<file path="config.mk">
export PLATFORM = sky130hd
export DESIGN_NAME = branch_resolve_mc
export DESIGN_NICKNAME = d
export VERILOG_FILES = /design/src/rtl/branch_pkg.sv /design/src/rtl/branch_cmp_slice.sv /design/src/rtl/branch_resolve_mc.sv
export SDC_FILE = /design/constraint.sdc
export NUM_CORES = 1
export LEC_CHECK = 0
export BUFFER_PORTS_ARGS = -buffer_cell sky130_fd_sc_hd__buf_2
export CORE_MARGIN = 1
export CORE_UTILIZATION = 57
export CTS_BUF_LIST = sky130_fd_sc_hd__clkbuf_4 sky130_fd_sc_hd__clkbuf_8
export CTS_CLUSTER_DIAMETER = 30
export CTS_CLUSTER_SIZE = 20
export DETAILED_ROUTE_END_ITERATION = 10
export MAX_ROUTING_LAYER = met4
export PLACE_DENSITY_LB_ADDON = 0.25
export SETUP_SLACK_MARGIN = 0.3
export SLEW_MARGIN = 5
export SYNTH_ARGS = -nofsm -noshare
export SYNTH_HDL_FRONTEND = slang
export SYNTH_SLANG_ARGS = --single-unit
export TNS_END_PERCENT = 20
</file>
<file path="constraint.sdc">
create_clock -name clk -period 15.2 [get_ports clk]
set_input_delay 1.52 -clock clk [delete_from_list [all_inputs] [get_ports clk]]
set_output_delay 1.52 -clock clk [all_outputs]
set_load 0.01 [all_outputs]
</file>
<file path="src/rtl/branch_pkg.sv">
// Shared encodings for the multi-cycle branch resolver: opcode, funct3 codes,
// FSM state encoding and B-type immediate extraction.
package branch_pkg;

  localparam logic [6:0] OPC_BRANCH = 7'b1100011;

  localparam logic [2:0] F3_BEQ  = 3'b000;
  localparam logic [2:0] F3_BNE  = 3'b001;
  localparam logic [2:0] F3_BLT  = 3'b100;
  localparam logic [2:0] F3_BGE  = 3'b101;
  localparam logic [2:0] F3_BLTU = 3'b110;
  localparam logic [2:0] F3_BGEU = 3'b111;

  localparam logic [1:0] ST_IDLE = 2'd0;
  localparam logic [1:0] ST_CMP  = 2'd1;
  localparam logic [1:0] ST_DONE = 2'd2;

  // 13-bit signed branch offset; the caller sign-extends to its own XLEN.
  function automatic logic signed [12:0] b_imm(input logic [31:0] ins);
    return {ins[31], ins[7], ins[30:25], ins[11:8], 1'b0};
  endfunction

endpackage

</file>
<file path="src/rtl/branch_cmp_slice.sv">
// One CHUNK-bit step of a serial compare: slice equality and the carry out of
// a + ~b + cin, written without forming the unused difference.
module branch_cmp_slice #(
  parameter int CHUNK = 16
) (
  input  logic [CHUNK-1:0] a,
  input  logic [CHUNK-1:0] b,
  input  logic             cin,
  output logic             slice_eq,
  output logic             cout
);

  // a + (2^CHUNK-1-b) + cin overflows exactly when a > b, or a == b with cin set.
  assign slice_eq = (a == b);
  assign cout     = (a > b) | (slice_eq & cin);

endmodule

</file>
<file path="src/rtl/branch_resolve_mc.sv">
// Multi-cycle conditional-branch resolver: accepts a branch, compares operands
// CHUNK bits per cycle (LSB first), then presents next PC and flags until taken.
module branch_resolve_mc
  import branch_pkg::*;
#(
  parameter int XLEN   = 64,
  parameter int CHUNK  = 16,
  parameter int PC_INC = 4
) (
  input  logic            clk,
  input  logic            rst,
  input  logic            in_valid,
  output logic            in_ready,
  input  logic [31:0]     instr,
  input  logic [XLEN-1:0] pc,
  input  logic [XLEN-1:0] rs1_data,
  input  logic [XLEN-1:0] rs2_data,
  input  logic            flush,
  output logic            out_valid,
  input  logic            out_ready,
  output logic [XLEN-1:0] next_pc,
  output logic            taken,
  output logic            illegal,
  output logic            misaligned
);

  localparam int N  = XLEN / CHUNK;
  localparam int CW = (N > 1) ? $clog2(N) : 1;

  if ((XLEN % CHUNK) != 0) begin : g_chunk_check
    $error("branch_resolve_mc: CHUNK must divide XLEN exactly");
  end

  logic [1:0]      state_q, state_d;
  logic [CW-1:0]   count_q, count_d;
  logic            eq_acc_q, eq_acc_d;
  logic            carry_q, carry_d;
  logic            out_valid_q, out_valid_d;
  logic [XLEN-1:0] next_pc_q, next_pc_d;
  logic            taken_q, taken_d;
  logic            illegal_q, illegal_d;
  logic            misaligned_q, misaligned_d;

  logic [XLEN-1:0] a_q, b_q, pc_q;
  logic signed [XLEN-1:0] imm_q;
  logic [2:0]      f3_q;

  logic            accept, illegal_req, last_slice;
  logic [CHUNK-1:0] a_sl, b_sl;
  logic            slice_eq, slice_cout;
  logic            eq_fin, ltu, lt, cond;
  logic [XLEN-1:0] target, fallthru;
  logic            unused_rs_fields;

  assign in_ready    = rst & (state_q == ST_IDLE);
  assign accept      = in_valid & in_ready;
  assign illegal_req = (instr[6:0] != OPC_BRANCH) ||
                       (instr[14:12] == 3'b010) || (instr[14:12] == 3'b011);
  assign unused_rs_fields = ^instr[24:15];

  assign a_sl = a_q[count_q*CHUNK +: CHUNK];
  assign b_sl = b_q[count_q*CHUNK +: CHUNK];

  branch_cmp_slice #(.CHUNK(CHUNK)) u_slice (
    .a        (a_sl),
    .b        (b_sl),
    .cin      (carry_q),
    .slice_eq (slice_eq),
    .cout     (slice_cout)
  );

  // Resolution uses the live result of the final slice so DONE is entered directly.
  assign last_slice = (count_q == CW'(N - 1));
  assign eq_fin     = eq_acc_q & slice_eq;
  assign ltu        = ~slice_cout;
  assign lt         = (a_q[XLEN-1] != b_q[XLEN-1]) ? a_q[XLEN-1] : ltu;
  assign target     = pc_q + imm_q;
  assign fallthru   = pc_q + XLEN'(PC_INC);

  always_comb begin
    cond = 1'b0;
    case (f3_q)
      F3_BEQ:  cond = eq_fin;
      F3_BNE:  cond = ~eq_fin;
      F3_BLT:  cond = lt;
      F3_BGE:  cond = ~lt;
      F3_BLTU: cond = ltu;
      F3_BGEU: cond = ~ltu;
      default: cond = 1'b0;
    endcase
  end

  always_comb begin
    state_d      = state_q;
    count_d      = count_q;
    eq_acc_d     = eq_acc_q;
    carry_d      = carry_q;
    out_valid_d  = out_valid_q;
    next_pc_d    = next_pc_q;
    taken_d      = taken_q;
    illegal_d    = illegal_q;
    misaligned_d = misaligned_q;
    case (state_q)
      ST_IDLE: begin
        if (accept) begin
          eq_acc_d = 1'b1;
          carry_d  = 1'b1;
          count_d  = '0;
          if (illegal_req) begin
            state_d      = ST_DONE;
            out_valid_d  = 1'b1;
            illegal_d    = 1'b1;
            taken_d      = 1'b0;
            misaligned_d = 1'b0;
            next_pc_d    = pc + XLEN'(PC_INC);
          end else begin
            state_d = ST_CMP;
          end
        end
      end
      ST_CMP: begin
        if (flush) begin
          state_d = ST_IDLE;
        end else begin
          eq_acc_d = eq_fin;
          carry_d  = slice_cout;
          count_d  = count_q + 1'b1;
          if (last_slice) begin
            state_d      = ST_DONE;
            out_valid_d  = 1'b1;
            taken_d      = cond;
            illegal_d    = 1'b0;
            misaligned_d = cond & target[1];
            next_pc_d    = cond ? target : fallthru;
          end
        end
      end
      ST_DONE: begin
        if (flush || out_ready) begin
          state_d     = ST_IDLE;
          out_valid_d = 1'b0;
        end
      end
      default: begin
        state_d     = ST_IDLE;
        out_valid_d = 1'b0;
      end
    endcase
  end

  always_ff @(posedge clk) begin
    if (!rst) begin
      state_q      <= ST_IDLE;
      count_q      <= '0;
      eq_acc_q     <= 1'b1;
      carry_q      <= 1'b1;
      out_valid_q  <= 1'b0;
      next_pc_q    <= '0;
      taken_q      <= 1'b0;
      illegal_q    <= 1'b0;
      misaligned_q <= 1'b0;
    end else begin
      state_q      <= state_d;
      count_q      <= count_d;
      eq_acc_q     <= eq_acc_d;
      carry_q      <= carry_d;
      out_valid_q  <= out_valid_d;
      next_pc_q    <= next_pc_d;
      taken_q      <= taken_d;
      illegal_q    <= illegal_d;
      misaligned_q <= misaligned_d;
    end
  end

  // Operand capture: sampled only on accept, never reset.
  always_ff @(posedge clk) begin
    if (accept) begin
      a_q   <= rs1_data;
      b_q   <= rs2_data;
      pc_q  <= pc;
      f3_q  <= instr[14:12];
      imm_q <= XLEN'(b_imm(instr));
    end
  end

  assign out_valid  = out_valid_q;
  assign next_pc    = next_pc_q;
  assign taken      = taken_q;
  assign illegal    = illegal_q;
  assign misaligned = misaligned_q;

endmodule

</file>
==> impl_metrics.py <==
metrics = {
    "run_status": {
        "status": "finished, final reports clean",
    },
    "setup_path": {
        "crit_top_cell": "buf_4",
        "crit_buf_inv": 2,
        "path_delay_family": "simple AND/OR/NAND/NOR gates",
        "slowest_delay_ps": 1010,
        "start_kind": "flop",
        "endpoint_kind": "flop",
        "cp.arrival_ps": 6740,
        "critPathKind": "flop to flop",
        "crit_required_ps": 15720,
        "slowest_stage": "mux2i_4",
        "crit_chain": "buf_4, mux4_2, ha_1, nand4_1, nor4_2, nor3_1, a21oi_1, mux2i_4, buf_4, nand2_1, or4bb_1, and3_1",
        "crit_fanout": 68,
    },
    "route": {
        "drc": 0,
        "vias": 14940,
        "dr.pass1.iters": 6,
        "detail-route-antenna-nets": 0,
        "vias_per_cell": 6.122,
        "routed_wirelength_um": 50250,
        "initialDrtViolationCount": 1270,
        "wl_per_cell_um": 20.59,
    },
    "cells_and_area": {
        "stdcell_area_mm2": 0.02038,
        "stdcell_count": 2440,
        "fin_nets": 2298,
        "drive_gt1_share_pct": 23.14,
        "synthToLayoutAreaGrowth_pct": 18.58,
        "fin_util_pct": 68.77,
    },
    "global_route": {
        "grt_usage_pct": 33.34,
        "grt_pass1_vias": 14400,
        "grt-ovfl-total": 0,
        "grt_first_pass_wirelength_um": 77200,
        "antenna_found_initial": 13,
        "grt_max_degree": 121,
    },
    "clocking": {
        "clkSlewWorstSetupHoldPaths_ps": 60,
        "cts_tree": "yes",
        "clockRootBuffer": "clkbuf_8",
        "cts_sinks": 281,
        "ctsResizeCount": 0,
        "cts_hold_buf": 0,
        "htree_num_levels": 2,
        "cts_max_path_buffers": 3,
        "cts_setup_buffers": 0,
        "clock_latency_ps": 660,
        "numCtsBuffers": 56,
    },
    "synthesis": {
        "syn-num-nets": 2025,
        "yosysMostFrequentCell": "edfxtp_1",
        "synth_top_area_share_pct": 36.17,
        "synthFlopType": "edfxtp_1",
        "yosys.area.top_type": "edfxtp_1",
        "synth_edf_count": 207,
        "syn_inst": 1714,
        "synth.top_cells.by_area": "edfxtp_1 (36%), dfxtp_1 (8.6%), ha_1 (5.9%), xnor2_1 (4.5%), mux4_2 (4.2%)",
        "avgSynthCellArea_um2": 10.03,
        "seq_area_frac_synth_pct": 44.78,
        "ys_types": 78,
        "synth_warnings": 0,
        "ys_ff_latch": 281,
        "synth_commonest_cells": "edfxtp_1 (207), nand2_1 (166), a21oi_1 (129)",
        "async_flop_share_pct": 0,
        "syn_area_mm2": 0.01719,
    },
    "timing": {
        "hold_ws_ps": 433.4,
        "setup_violations": 0,
        "hold_viol_final": 0,
        "rsz0062_at_grt": "no",
        "skew_ps": 53.14,
        "slew_headroom_pct": 10.92,
        "timing.final.crit_share_pct": 40.90,
        "worst_pin_slew_ps": 1331,
        "max_freq_mhz": 160.9,
        "fin_tns_setup_ps": 0,
        "period_minus_slack_ps": 6217,
        "drv_slew": 0,
        "worst_slack_ps": 8983,
    },
    "die": {
        "coreArea_mm2": 0.02964,
        "die_height_um": 175.7,
        "pin_count": 298,
        "num_rows": 63,
        "start_util_pct": 57.99,
        "die_area_mm2": 0.03085,
        "fp.dieW_um": 175.7,
    },
    "pwr": {
        "p_per_area_mw_per_mm2": 106.0,
        "finalPower_mw": 2.161,
        "ir_drop_uv": 98.88,
        "p_leak_nw": 7.946,
    },
    "place": {
        "pre_cts_slack_ps": 8982,
        "placed_area_mm2": 0.01889,
        "portBuffers": 287,
        "dpl.cell_count": 2319,
        "hpwl_um": 36470,
        "globalplace.congestion": 0.9356,
    },
    "worst_hold_path": {
        "hp-class": "flop to flop",
    },
    "run": {
        "max_cap_viol_count": 0,
    },
}
==> flip-flops by register name (all words and copies together), names as in the netlist <==
signal,flops
misaligned,1
out_valid,1
next_pc,64
state_q,2
count_q,2
b_q,64
pc_q,64
carry_q,1
taken,1
a_q,64
illegal,1
eq_acc_q,1
f3_q,3
imm_q,12
==> per-layer routing <==
| layer | wire length (um) | vias to the layer above | global-route usage [%] |
|---|---|---|---|
| met3 | 4462 | 136 | 7.468 |
| met1 | 20070 | 7078 | 40.53 |
| met4 | 1855 | 0 | 14.35 |
| met5 | 0 | - | - |
| li1 | - | 7045 | - |
| met2 | 23860 | 679 | 53.36 |
==> power breakdown <==
part | switching [mW] | leakage [nW] | internal (mW)
clock network | 0.388 | 0.737 | 0.597
registers | 0.0214 | 2.54 | 0.865
logic | 0.176 | 4.67 | 0.113
total | 0.586 | 7.95 | 1.58
==> layout by cell type, fill, tap and decap left out, types with 11 or more instances in the layout <==
cell,n
edfxtp_1,207
o21ai_0,119
dfxtp_1,73
buf_2,287
diode_2,15
mux4_2,32
nand2_1,166
o211ai_1,19
a21oi_1,129
nor3_1,18
a211oi_1,31
nor2_1,120
ha_1,81
clkbuf_8,58
nand3_1,89
nor2b_1,14
and3_1,24
nand4_1,49
buf_4,13
inv_1,47
xor2_1,72
bufinv_16,12
and4_1,17
a21o_1,36
o21a_1,11
xnor2_1,89
a31oi_1,12
==> area by class of cell <==
class	count	area, um^2
Fill cell	2282	9256
Multi-Input combinational cell	1300	8980
Sequential cell	281	7699
Timing Repair Buffer	300	1534
Clock buffer	64	843.3
Clock inverter	42	613.1
Tap cell	390	488.0
Inverter	48	187.7
Antenna cell	15	37.54
==> kinds of logic after synthesis <==
kind of cell / share of synthesized area (%)
AO/OA/AOI/OAI: 17.06
adder cells (fa/ha/maj): 6.013
AND/OR/NAND/NOR: 16.30
buffers and inverters: 3.101
XOR/XNOR: 8.204
flip-flops: 44.78
multiplexers: 4.542
==> path summary, 6_finish.rpt <==
| kind | from | to | slack, ps | cells after the start |
|---|---|---|---|---|
| setup reg to reg | count_q[0] | next_pc[50] | 8980 | 12 |
| setup / recovery | count_q[0] | next_pc[50] | 8980 | 12 |
| hold / removal | next_pc[55] | next_pc[55] | 430 | 2 |
| hold reg to reg | next_pc[55] | next_pc[55] | 430 | 2 |
==> tightest hold or removal path, delay by kind of cell (launching register included) <==
| family | cells | cell delay [ps] |
|---|---|---|
| AND/OR/NAND/NOR | 2 | 90 |
| flip-flops | 1 | 300 |
Note: power is estimated with default switching activity, not from simulation.
